**src/rtl/matrix_pkg.sv**
```systemverilog
// ============================================================================
// matrix_pkg
// Shared geometry, types and pixel indexing for the 8x8 LED matrix blocks.
// Revision: 1.0 - initial release
// ============================================================================
`default_nettype none

package matrix_pkg;

  localparam int MATRIX_ROWS = 8;
  localparam int MATRIX_COLS = 8;
  localparam int FB_W        = 64;
  localparam int ROW_W       = 3;

  typedef logic [ROW_W-1:0] row_idx_t;

  // SCAN_LOAD is the single post-reset cycle that loads the first frame
  // without advancing the counters.
  typedef enum logic [0:0] {
    SCAN_LOAD = 1'b0,
    SCAN_RUN  = 1'b1
  } scan_state_t;

  // Pixel (r,c) lives at bit 8*r + c of the framebuffer.
  function automatic logic [5:0] idx(input row_idx_t r, input logic [2:0] c);
    return {r, c};
  endfunction

endpackage

`default_nettype wire

```
**src/rtl/led_matrix_driver_if.sv**
```systemverilog
// ============================================================================
// led_matrix_driver_if
// Framebuffer input and row/column pin outputs of the matrix driver.
// Revision: 1.0 - initial release
// ============================================================================
`default_nettype none

interface led_matrix_driver_if;
  import matrix_pkg::*;

  logic [FB_W-1:0]        framebuffer;
  logic [MATRIX_ROWS-1:0] row;
  logic [MATRIX_COLS-1:0] col;

  // Producer side: supplies pixels, observes the pins.
  modport master (output framebuffer, input row, input col);
  // Driver side: consumes pixels, drives the pins.
  modport slave  (input framebuffer, output row, output col);

endinterface

`default_nettype wire

```
**src/rtl/led_matrix_driver_scan_timer.sv**
```systemverilog
// ============================================================================
// scan_timer
// Row dwell divider and row counter. Outputs are the next-state values so the
// caller can register its outputs on the same edge without extra lag.
// Revision: 1.0 - initial release
// ============================================================================
`default_nettype none

module scan_timer
  import matrix_pkg::*;
#(
  parameter int SCAN_DIV     = 10000,
  parameter int BLANK_CYCLES = 16
) (
  input  logic     system_clk,
  input  logic     rst,
  output row_idx_t row_idx_o,
  output logic     blank_o,
  output logic     frame_start_o
);

  localparam int             DIV_W    = (SCAN_DIV > 1) ? $clog2(SCAN_DIV) : 1;
  localparam logic [DIV_W-1:0] DIV_LAST = DIV_W'(SCAN_DIV - 1);

  scan_state_t      state_q, state_d;
  logic [DIV_W-1:0] div_cnt_q, div_cnt_d;
  row_idx_t         row_idx_q, row_idx_d;
  logic             div_wrap;

  // State and counter registers; reset parks at row 0, divider 0.
  always_ff @(posedge system_clk or posedge rst) begin
    if (rst) begin
      state_q   <= SCAN_LOAD;
      div_cnt_q <= '0;
      row_idx_q <= '0;
    end else begin
      state_q   <= state_d;
      div_cnt_q <= div_cnt_d;
      row_idx_q <= row_idx_d;
    end
  end

  // Next-state: the load cycle holds the counters at 0 so it counts as the
  // first clock of row 0; afterwards the divider runs and bumps the row.
  always_comb begin
    state_d       = state_q;
    div_cnt_d     = div_cnt_q;
    row_idx_d     = row_idx_q;
    div_wrap      = (div_cnt_q == DIV_LAST);
    frame_start_o = 1'b0;
    case (state_q)
      SCAN_LOAD: begin
        state_d       = SCAN_RUN;
        frame_start_o = 1'b1;
      end
      default: begin
        if (div_wrap) begin
          div_cnt_d     = '0;
          row_idx_d     = row_idx_q + 1'b1;
          frame_start_o = (row_idx_q == row_idx_t'(MATRIX_ROWS - 1));
        end else begin
          div_cnt_d = div_cnt_q + 1'b1;
        end
      end
    endcase
  end

  assign row_idx_o = row_idx_d;

  generate
    if (BLANK_CYCLES == 0) begin : g_no_blank
      assign blank_o = 1'b0;
    end else begin : g_blank
      assign blank_o = (div_cnt_d < DIV_W'(BLANK_CYCLES));
    end
  endgenerate

endmodule

`default_nettype wire

```
**src/rtl/led_matrix_driver.sv**
```systemverilog
// ============================================================================
// led_matrix_driver
// Row-scanned 8x8 LED matrix driver with per-frame shadow framebuffer and a
// blanking window at the start of every row.
// Revision: 1.0 - initial release
// ============================================================================
`default_nettype none

module led_matrix_driver
  import matrix_pkg::*;
#(
  parameter int SCAN_DIV     = 10000,
  parameter int BLANK_CYCLES = 16,
  parameter bit ROW_ACT_LOW  = 1'b0,
  parameter bit COL_ACT_LOW  = 1'b1
) (
  input  logic               system_clk,
  input  logic               rst,
  led_matrix_driver_if.slave bus
);

  localparam logic [MATRIX_ROWS-1:0] ROW_OFF = {MATRIX_ROWS{ROW_ACT_LOW}};
  localparam logic [MATRIX_COLS-1:0] COL_OFF = {MATRIX_COLS{COL_ACT_LOW}};

  row_idx_t               row_idx;
  logic                   blank;
  logic                   frame_start;
  logic [FB_W-1:0]        shadow_q, shadow_d;
  logic [MATRIX_ROWS-1:0] row_q, row_d;
  logic [MATRIX_COLS-1:0] col_q, col_d;
  logic [MATRIX_COLS-1:0] row_pixels;
  logic [MATRIX_ROWS-1:0] row_onehot;

  scan_timer #(
    .SCAN_DIV     (SCAN_DIV),
    .BLANK_CYCLES (BLANK_CYCLES)
  ) u_scan_timer (
    .system_clk    (system_clk),
    .rst           (rst),
    .row_idx_o     (row_idx),
    .blank_o       (blank),
    .frame_start_o (frame_start)
  );

  // Output data: a frame-start edge displays the framebuffer being latched.
  always_comb begin
    shadow_d   = frame_start ? bus.framebuffer : shadow_q;
    row_pixels = shadow_d[idx(row_idx, 3'd0) +: MATRIX_COLS];
    row_onehot = {{(MATRIX_ROWS-1){1'b0}}, 1'b1} << row_idx;
    row_d      = ROW_OFF;
    col_d      = COL_OFF;
    if (!blank) begin
      row_d = row_onehot ^ ROW_OFF;
      col_d = row_pixels ^ COL_OFF;
    end
  end

  // Shadow and pin registers; reset drives every pin inactive immediately.
  always_ff @(posedge system_clk or posedge rst) begin
    if (rst) begin
      shadow_q <= '0;
      row_q    <= ROW_OFF;
      col_q    <= COL_OFF;
    end else begin
      shadow_q <= shadow_d;
      row_q    <= row_d;
      col_q    <= col_d;
    end
  end

  assign bus.row = row_q;
  assign bus.col = col_q;

endmodule

`default_nettype wire

```
**src/flat_wrapper.sv**
```systemverilog
// flat-port wrapper written by rule: the top's interface ports become plain ports
module led_matrix_driver_flat import matrix_pkg::*;
#(
  parameter int SCAN_DIV     = 10000,
  parameter int BLANK_CYCLES = 16,
  parameter bit ROW_ACT_LOW  = 1'b0,
  parameter bit COL_ACT_LOW  = 1'b1
)
  (system_clk, rst, bus_framebuffer, bus_row, bus_col);
  led_matrix_driver_if bus_i ();
  input  logic system_clk;
  input  logic rst;
  input wire logic [$bits(bus_i.framebuffer)-1:0] bus_framebuffer;
  output wire logic [$bits(bus_i.row)-1:0] bus_row;
  output wire logic [$bits(bus_i.col)-1:0] bus_col;
  assign bus_i.framebuffer = bus_framebuffer;
  assign bus_row = bus_i.row;
  assign bus_col = bus_i.col;
  led_matrix_driver #(.SCAN_DIV(SCAN_DIV), .BLANK_CYCLES(BLANK_CYCLES), .ROW_ACT_LOW(ROW_ACT_LOW), .COL_ACT_LOW(COL_ACT_LOW)) u_core (.system_clk(system_clk), .rst(rst), .bus(bus_i));
endmodule
```
**config.mk**
```make
export PLATFORM = sky130hd
export DESIGN_NAME = led_matrix_driver_flat
export DESIGN_NICKNAME = d
export VERILOG_FILES = /design/src/rtl/matrix_pkg.sv /design/src/rtl/led_matrix_driver_if.sv /design/src/rtl/led_matrix_driver_scan_timer.sv /design/src/rtl/led_matrix_driver.sv /design/src/flat_wrapper.sv
export SDC_FILE = /design/constraint.sdc
export NUM_CORES = 1
export LEC_CHECK = 0
export ABC_AREA = 1
export CAP_MARGIN = 30
export CORE_AREA = 2 2 111 113
export CTS_BUF_LIST = sky130_fd_sc_hd__clkbuf_4 sky130_fd_sc_hd__clkbuf_8 sky130_fd_sc_hd__clkbuf_16
export DETAILED_ROUTE_END_ITERATION = 12
export DIE_AREA = 0 0 113 115
export PLACE_DENSITY_LB_ADDON = 0.2
export SLEW_MARGIN = 40
export SYNTH_ARGS = -nofsm -noshare
export SYNTH_HDL_FRONTEND = slang
export SYNTH_SLANG_ARGS = --single-unit
```
**constraint.sdc**
```tcl
create_clock -name system_clk -period 9.35 [get_ports system_clk]
set_clock_uncertainty 0.2 [all_clocks]
set_input_delay 1.87 -clock system_clk [delete_from_list [all_inputs] [get_ports system_clk]]
set_output_delay 1.87 -clock system_clk [all_outputs]
set_load 0.05 [all_outputs]
```
==> reports/qor.yml, run 1 <==
synth:
  synthFlopType: "dfrtp_1"
  ys_ff_latch: 98
  syn_area_mm2: 0.005084
  synthDistinctLibCells: 35
  synth_area_per_cell_um2: 8.134
  syn-num-nets: 694
  synth_area_leader_cell: "dfrtp_1"
  synth_edf_count: 0
  netlist.area_leader.share: 0.4430
  synth_seq_area_share: 0.4844
  yosysWarnings: 0
  async_flop_share: 1.000
  syn_inst: 625
  ys_top_cells_by_area: "dfrtp_1 44%, nand2_1 13%, nor2_1 6.6%"
run_status:
  status: "complete, but fails checks"
  failed_checks: "design-rule violations"
clock_network:
  cts_tree: "yes"
  cts-htree-levels: 3
  post_cts_resized: 0
  post-cts-setup-buffers: 0
  cts_root_buffer: "clkbuf_16"
  numCtsBuffers: 9
  clkSinkCount: 98
  clkLatencyLatePin_ps: 330
  clk_path_buf_depth: 2
  ctsHoldBuffers: 0
  clk_pin_slew_worst_paths_ps: 70
worst_setup_path:
  cp-start-kind: "register"
  crit_path_top_delay_cell: "clkdlybuf4s50_1"
  path_cells: "clkdlybuf4s50_1"
  crit_arrival_ps: 1650
  worstSetupPathType: "reg2out"
  critPathMaxFanout: 1
  critPathMaxStageDelay_ps: 790
  cp-end-kind: "output port"
  critical-path-top-delay-family: "buffers and inverters"
  worstPathRequired_ps: 7280
  worst-path-buf-inv: 1
hold_path:
  hold_path_class: "reg2reg"
route:
  wl_met3_um: 538
  wl_per_cell_um: 14.41
  drtIter0Drc: 227
  wl_met1_um: 5527
  top_layer_used: "met4"
  drt_wl_total_um: 12180
  drtPass1Iterations: 9
  met2_length_um: 5906
  ant_nets: 0
  drc: 4
  viasPerCell: 4.924
  num_vias: 4161
floorplan:
  fp.dieW_um: 113
  initial_core_util: 0.4304
  rows: 40
  die_h_um: 115
  die-area_mm2: 0.01300
  io_pins: 82
  core_mm2: 0.01181
cells_and_area:
  fillCellCount: 1119
  area_growth_pct: 23.31
  drive_above_1_share: 0.1160
  register_area_mm2: 0.002464
  nNetsFinal: 762
  multi_input_area_mm2: 0.002192
  antenna_cells: 0
global_routing:
  grt_pass1_wl_um: 20260
  antenna_found_initial: 0
  grt.overflow.total: 0
  grt.total_usage: 0.1951
  grt_pass1_vias: 4210
  grt_max_degree: 81
timing:
  tns_ps: 0
  rsz0062_at_grt: "no"
  slew_headroom: 0.5283
  report.final.hold_viol_count: 0
  fin_crit_sh: 0.3982
  min_period_ps: 3723
  setup-violations-final: 0
  worst_pin_slew_ps: 707.4
  maxSlewViolCount: 0
  max_freq_mhz: 268.6
job:
  drv_cap: 0
placement:
  place_hpwl_um: 8506
  place.gp.congestion: 0.8700
  port_buffers: 81
power:
  ir_drop_mv: 0.1266
  p_per_area_mw_per_mm2: 185.5
  p_leak_nw: 3.188
  total_power_mw: 1.163
## report_power, final
| part | switching, mW | internal, mW | total [mW] |
|---|---|---|---|
| registers | 0.0288 | 0.478 | 0.507 |
| logic | 0.156 | 0.0927 | 0.249 |
| clock network | 0.161 | 0.246 | 0.407 |
## placed cells by master (no fill, tap or decap), types with 2 or more instances in the layout
master / count
nor2_1: 89
nor2_4: 6
o21ai_0: 4
o21ai_2: 2
nand4_1: 6
inv_1: 67
clkbuf_16: 9
nand2_2: 9
dfrtp_1: 89
nor2_8: 2
xor2_1: 5
nand3_4: 4
inv_2: 3
o21a_1: 16
clkdlybuf4s50_1: 81
nor3_2: 2
nand2_4: 5
nor2_2: 2
nand3_1: 63
nand3_2: 14
ha_1: 3
nand2_1: 180
bufinv_16: 2
dfstp_2: 8
nor3_1: 2
a21oi_1: 8
## stage by stage
stage	instances	util	hold WS (ps)	instance area, um2	setup slack, ps
after global placement	829	0.5016	292.0	5924	5545
after floorplan	625	-	275.5	5084	4731
after CTS	845	0.5300	311.5	6260	5614
final	845	0.5307	310.3	6269	5627
after detailed placement	829	0.5019	292.7	5928	5833
after global routing	845	0.5307	339.8	6269	5593
## path summary, 6_finish.rpt
path	cells after the start	end	from	slack, ps
worst max-delay path	1	bus_col[6]	u_core.bus.col[6]	5630
worst min-delay path	2	u_core.shadow_q[55]	u_core.shadow_q[55]	310
worst max register to register	12	u_core.bus.col[5]	u_core.u_scan_timer.div_cnt_q[0]	6190
worst min register to register	2	u_core.shadow_q[55]	u_core.shadow_q[55]	310
max in group asynchronous	3	u_core.u_scan_timer.state_q	rst	6280
min in group asynchronous	2	u_core.shadow_q[24]	rst	1660
## sequential cells by signal, summed over array words and instances, names as in the netlist
signal and flops:
u_core.bus.col 8, u_core.u_scan_timer.state_q 1, u_core.u_scan_timer.row_idx_q 3, u_core.shadow_q 64
u_core.u_scan_timer.div_cnt_q 14, u_core.bus.row 8
## synthesized netlist by cell type (5+ instances only)
master   instances
a21oi_1          8
buf_2            5
buf_4           10
dfrtp_1         90
dfstp_2          8
inv_1           68
nand2_1        180
nand2_2          9
nand2_4          6
nand3_1         63
nand3_2         14
nand4_1          6
nor2_1          89
nor2_4           6
o21a_1          16
xor2_1           5
## per-layer routing
layer | vias to the layer above | global-route usage
li1 | 2079 | -
met1 | 1963 | 0.2663
met2 | 103 | 0.3234
met3 | 16 | 0.02372
met4 | 0 | 0.07073
met5 | - | 0
## worst min-delay path: cells and delay by family (launching register included)
family,cells,cell delay [ps]
DFF,1,320
and+or+nand+nor,2,150
## logic make-up after synthesis
kind of cell               synth area share
buffers and inverters               0.08614
adders and majority gates          0.007384
DFF                                  0.4844
xor gates and xnor gates            0.01181
and+or+nand+nor                      0.3697
AOI/OAI and AO/OA                   0.03987
other                             0.0007377
## cell type report
type / instances / area share
repair buffers: 83 / 0.1323
well taps: 147 / 0.02934
multi-input cells: 430 / 0.3497
clock inverters: 5 / 0.01357
clock buffers: 11 / 0.03932
flip-flops and latches: 98 / 0.3930
inverters: 71 / 0.04271
No activity file was read; power rests on OpenSTA's default activity.
==> run 2, diff against run 1 <==
- clock period: 9.35 -> 3.2 ns (I/O delays scaled with it)
==> reports/qor.yml, run 2 (synthesized netlist as in run 1, its figures left out) <==
run_status:
  status: "complete, but fails checks"
  failed_checks: "design-rule violations"
hold_path:
  hold_path_class: "reg2reg"
route:
  drtIter0Drc: 271
  drc: 4
  ant_nets: 0
  wl_per_cell_um: 14.94
  drt_wl_total_um: 12680
  viasPerCell: 4.936
  num_vias: 4191
  drtPass1Iterations: 8
clock_network:
  clkLatencyLatePin_ps: 340
  clkSinkCount: 98
  cts-htree-levels: 3
  cts_tree: "yes"
  ctsHoldBuffers: 0
  cts_root_buffer: "clkbuf_16"
  post_cts_resized: 0
  numCtsBuffers: 9
  post-cts-setup-buffers: 0
  clk_path_buf_depth: 2
  clk_pin_slew_worst_paths_ps: 70
worst_setup_path:
  path_common_cell: "nand2_1"
  cp-start-kind: "register"
  worstPathRequired_ps: 3280
  path_cells: "ha_1, nand3_4, nor2_4, nand3_4, buf_4, nand3_1, nand2_1, nor2_1, nor2_1, nand3_1, nand2_1, nand2_1"
  cp-end-kind: "register"
  crit_path_top_delay_cell: "buf_4"
  critPathMaxStageDelay_ps: 480
  crit_arrival_ps: 2650
  worstSetupPathType: "reg2reg"
  critPathMaxFanout: 48
cells_and_area:
  layout.cells.non_filler: 849
  stdcell_area_mm2: 0.006315
  utilization: 0.5346
  antenna_cells: 0
  mostFrequentLayoutCell: "nand2_1"
  reg.largest.list: "u_core.shadow_q (64), u_core.u_scan_timer.div_cnt_q (14)"
  area_growth_pct: 24.22
  layout_common_cells: "180 x nand2_1, 89 x nor2_1, 89 x dfrtp_1"
  regMostFlops: "u_core.shadow_q"
  nNetsFinal: 766
  drive_above_1_share: 0.1211
  fillCellCount: 1133
  largest_reg_flops: 64
timing:
  tns_ps: 0
  fin_crit_sh: 0.8036
  report.final.hold_viol_count: 0
  maxSlewViolCount: 0
  setup-violations-final: 0
  worst_pin_slew_ps: 584.4
  slew_headroom: 0.6104
  rsz0062_at_grt: "no"
  min_period_ps: 2571
  max_freq_mhz: 388.9
placement:
  port_buffers: 81
  dp.cells: 833
  place.gp.congestion: 0.8204
  place_hpwl_um: 8917
  placed_area_mm2: 0.005982
power:
  p_per_area_mw_per_mm2: 543.3
  ir_drop_mv: 0.2993
  p_leak_nw: 3.210
floorplan:
  die-area_mm2: 0.01300
  fp.dieW_um: 113
  die_h_um: 115
  rows: 40
  initial_core_util: 0.4304
  io_pins: 82
  core_mm2: 0.01181
global_routing:
  grt_pass1_wl_um: 21110
  grt_max_degree: 99
  grt_pass1_vias: 4173
  antenna_found_initial: 0
  grt.total_usage: 0.2080
  grt.overflow.total: 0
job:
  drv_cap: 0
[run 2: changes by cell type in the layout (fill, tap and decap cells not counted)]
cell / change
clkinv_4: -1
clkinv_2: -1
inv_6: +2
clkbuf_4: -1
buf_6: -1
nand2_4: +1
nand2_8: -1
buf_12: +2
clkinvlp_4: +1
buf_4: +3
[run 2: worst paths after layout]
check,startpoint,end,slack [ps],depth (start not counted)
max,u_core.u_scan_timer.div_cnt_q[0],u_core.bus.col[4],630,12
min,u_core.shadow_q[6],u_core.shadow_q[6],310,2
max reg2reg,u_core.u_scan_timer.div_cnt_q[0],u_core.bus.col[4],630,12
min reg2reg,u_core.shadow_q[6],u_core.shadow_q[6],310,2
max in group asynchronous,rst,u_core.u_scan_timer.state_q,1780,3
min in group asynchronous,rst,u_core.shadow_q[52],580,3
[run 2: per-layer routing]
| metal | share of wire | global-route usage |
|---|---|---|
| met1 | 0.45 | 0.2855 |
| met2 | 0.49 | 0.3433 |
| met3 | 0.052 | 0.02583 |
| met4 | 0.017 | 0.07398 |
| met5 | 0 | 0 |
[run 2: cell type report]
type / instances / area (um2) / share of cell area
flip-flops and latches: 98 / 2464 / 0.3901
multi-input cells: 430 / 2183 / 0.3457
repair buffers: 87 / 880.8 / 0.1395
inverters: 71 / 270.3 / 0.04280
clock buffers: 10 / 239.0 / 0.03784
well taps: 147 / 183.9 / 0.02913
clock inverters: 6 / 93.84 / 0.01486
[run 2: worst max-delay path, delay by kind of cell, from the launching register on]
kind,cells,cell delay [ps]
buffers and inverters,1,480
flip-flops,1,410
AND/OR/NAND/NOR,10,1120
adder cells (fa/ha/maj),1,280
[run 2: metrics by stage]
stage / hold WS (ps) / setup WS, ps / power, mW
global placement: 291.6 / 733.5 / 2.241
CTS: 314.4 / 642.7 / 3.464
floorplan: 275.5 / 1205 / 1.984
detailed placement: 295.0 / 673.2 / 2.254
global route: 335.8 / 473.5 / 3.599
finish: 312.5 / 628.6 / 3.431
[run 2: power by group]
part / switching [mW] / internal, mW / total [mW] / leakage (nW)
registers: 0.0938 / 1.40 / 1.49 / 1.21
clock network: 0.490 / 0.715 / 1.21 / 0.160
logic: 0.458 / 0.275 / 0.734 / 1.84
==> run 3, diff against run 2 <==
- clock period: 3.2 -> 2.4 ns (I/O delays scaled with it)
==> reports/qor.yml, run 3 (synthesized netlist as in run 1, its figures left out) <==
power:
  pwr-share-clk: 0.333
  p_leak_nw: 3.282
  ir_drop_mv: 0.3919
  total_power_mw: 4.509
  seq_power_share: 0.441
  p_per_area_mw_per_mm2: 697.8
  switching_share: 0.3125
  power_switching_mw: 1.409
  combPwrFrac: 0.226
  intPower_mw: 3.100
timing:
  fin_crit_sh: 0.9875
  min_period_ps: 2370
  worst_pin_slew_ps: 551.6
  setup_slack_ps: 30.00
  max_freq_mhz: 421.9
  slew_headroom: 0.6323
  maxSlewViolCount: 0
  setup-violations-final: 0
  report.final.hold_viol_count: 0
cells_and_area:
  layout_common_cells: "180 x nand2_1, 89 x nor2_1, 86 x dfrtp_1"
  utilization: 0.5470
  antenna_cells: 0
  stdcell_area_mm2: 0.006461
  fillCellCount: 1112
  nNetsFinal: 777
  regMostFlops: "u_core.shadow_q"
  mostFrequentLayoutCell: "nand2_1"
  drive_above_1_share: 0.1417
  register_area_mm2: 0.002467
  largest_reg_flops: 64
  multi_input_area_mm2: 0.002206
  area_growth_pct: 27.10
  reg.largest.list: "u_core.shadow_q (64), u_core.u_scan_timer.div_cnt_q (14)"
floorplan:
  die-area_mm2: 0.01300
  die_h_um: 115
  core_mm2: 0.01181
  fp.dieW_um: 113
  io_pins: 82
  rows: 40
  initial_core_util: 0.4304
global_routing:
  grt_max_degree: 44
  antenna_found_initial: 0
  grt_pass1_vias: 4365
  grt.total_usage: 0.2209
  grt.overflow.total: 0
  grt_pass1_wl_um: 22270
placement:
  place_hpwl_um: 9650
  placed_area_mm2: 0.006115
  place.gp.congestion: 0.9142
  port_buffers: 81
  place_ws_ps: 14.44
clock_network:
  post-cts-setup-buffers: 0
  ctsHoldBuffers: 0
  clk_path_buf_depth: 2
  cts-htree-levels: 3
  clk_pin_slew_worst_paths_ps: 70
  cts_tree: "yes"
  clkSinkCount: 98
  cts_root_buffer: "clkbuf_16"
  clkLatencyLatePin_ps: 350
  numCtsBuffers: 9
worst_setup_path:
  crit_arrival_ps: 2450
  crit_path_top_delay_cell: "dfrtp_1"
  path_cells: "ha_4, nand3_4, nor2_4, nand3_4, nand2_2, nand2_4, nand2_4, buf_12, nor2_1, nor2_1, nand3_1, nand2_1, nand2_1"
  critPathMaxStageDelay_ps: 440
  worstPathRequired_ps: 2480
  critPathMaxFanout: 10
  worstSetupPathType: "reg2reg"
  ff2ff_setup_slack_ps: 30
  cp-end-kind: "register"
  cp-start-kind: "register"
  worst-path-buf-inv: 1
  critical-path-top-delay-family: "simple AND/OR/NAND/NOR gates"
route:
  ant_nets: 0
  wl_per_cell_um: 15.57
  drc: 4
  drtIter0Drc: 258
  drt_wl_total_um: 13390
  drtPass1Iterations: 9
  viasPerCell: 5.055
  num_vias: 4347
run_status:
  status: "complete, but fails checks"
  failed_checks: "design-rule violations"
job:
  drv_cap: 0
hold_path:
  hold_path_class: "in2async"
## run 3: what timing repair did
item,CTS,global route
endpoints found under the setup margin,1,16
endpoints found under the hold margin,0,0
gates resized for setup,1,12
## run 3: metrics by stage
| step | hold WS, ps | std cells | TNS (ps) |
|---|---|---|---|
| 2_1_floorplan | 275.5 | 625 | 0 |
| 3_3_place_gp | 291.3 | 844 | 0 |
| 3_5_place_dp | 293.6 | 844 | 0 |
| 4_1_cts | 308.3 | 860 | 0 |
| 5_1_grt | 322.3 | 860 | -14.12 |
| 6_report | 295.8 | 860 | 0 |
## run 3: worst paths after layout
kind                                                        from                   to  depth (start not counted)
max in group asynchronous                                    rst    u_core.bus.col[2]                          3
worst max register to register  u_core.u_scan_timer.div_cnt_q[1]    u_core.bus.col[4]                         13
worst min register to register               u_core.shadow_q[10]  u_core.shadow_q[10]                          2
worst max-delay path            u_core.u_scan_timer.div_cnt_q[1]    u_core.bus.col[4]                         13
worst min-delay path                                         rst  u_core.shadow_q[18]                          2
min in group system_clk                      u_core.shadow_q[10]  u_core.shadow_q[10]                          2
## run 3: final cells by class
| cell class | count | share of cell area |
|---|---|---|
| flip-flops and latches | 98 | 0.3819 |
| multi-input cells | 430 | 0.3414 |
| repair buffers | 98 | 0.1590 |
| inverters | 71 | 0.04183 |
| clock buffers | 11 | 0.03815 |
| well taps | 147 | 0.02847 |
| clock inverters | 5 | 0.009295 |
## run 3: layer usage
layer  vias to the layer above  wire, um  share of wire  GRT usage
li1                       2101         -              -          -
met1                      2074      6069           0.45     0.3035
met2                       142      6197           0.46     0.3461
met3                        30       699          0.052    0.03690
met4                         0       420          0.031     0.1008
met5                         -         0              0          0
## run 3: power groups by stage
stage,registers (mW),clock network (mW),logic [mW]
5_1_grt,2.01,1.60,1.11
2_1_floorplan,2.16,0,0.488
3_5_place_dp,2.01,0,1.01
3_3_place_gp,2.01,0,0.996
6_report,1.99,1.50,1.02
4_1_cts,1.98,1.52,1.02
## run 3: worst reg2reg max path: stages (launching register included)
cell	delay [ps]
dfrtp_1	440
ha_4	190
nand3_4	110
nor2_4	170
nand3_4	120
nand2_2	110
nand2_4	70
nand2_4	150
buf_12	150
nor2_1	50
nor2_1	230
nand3_1	170
nand2_1	100
nand2_1	50
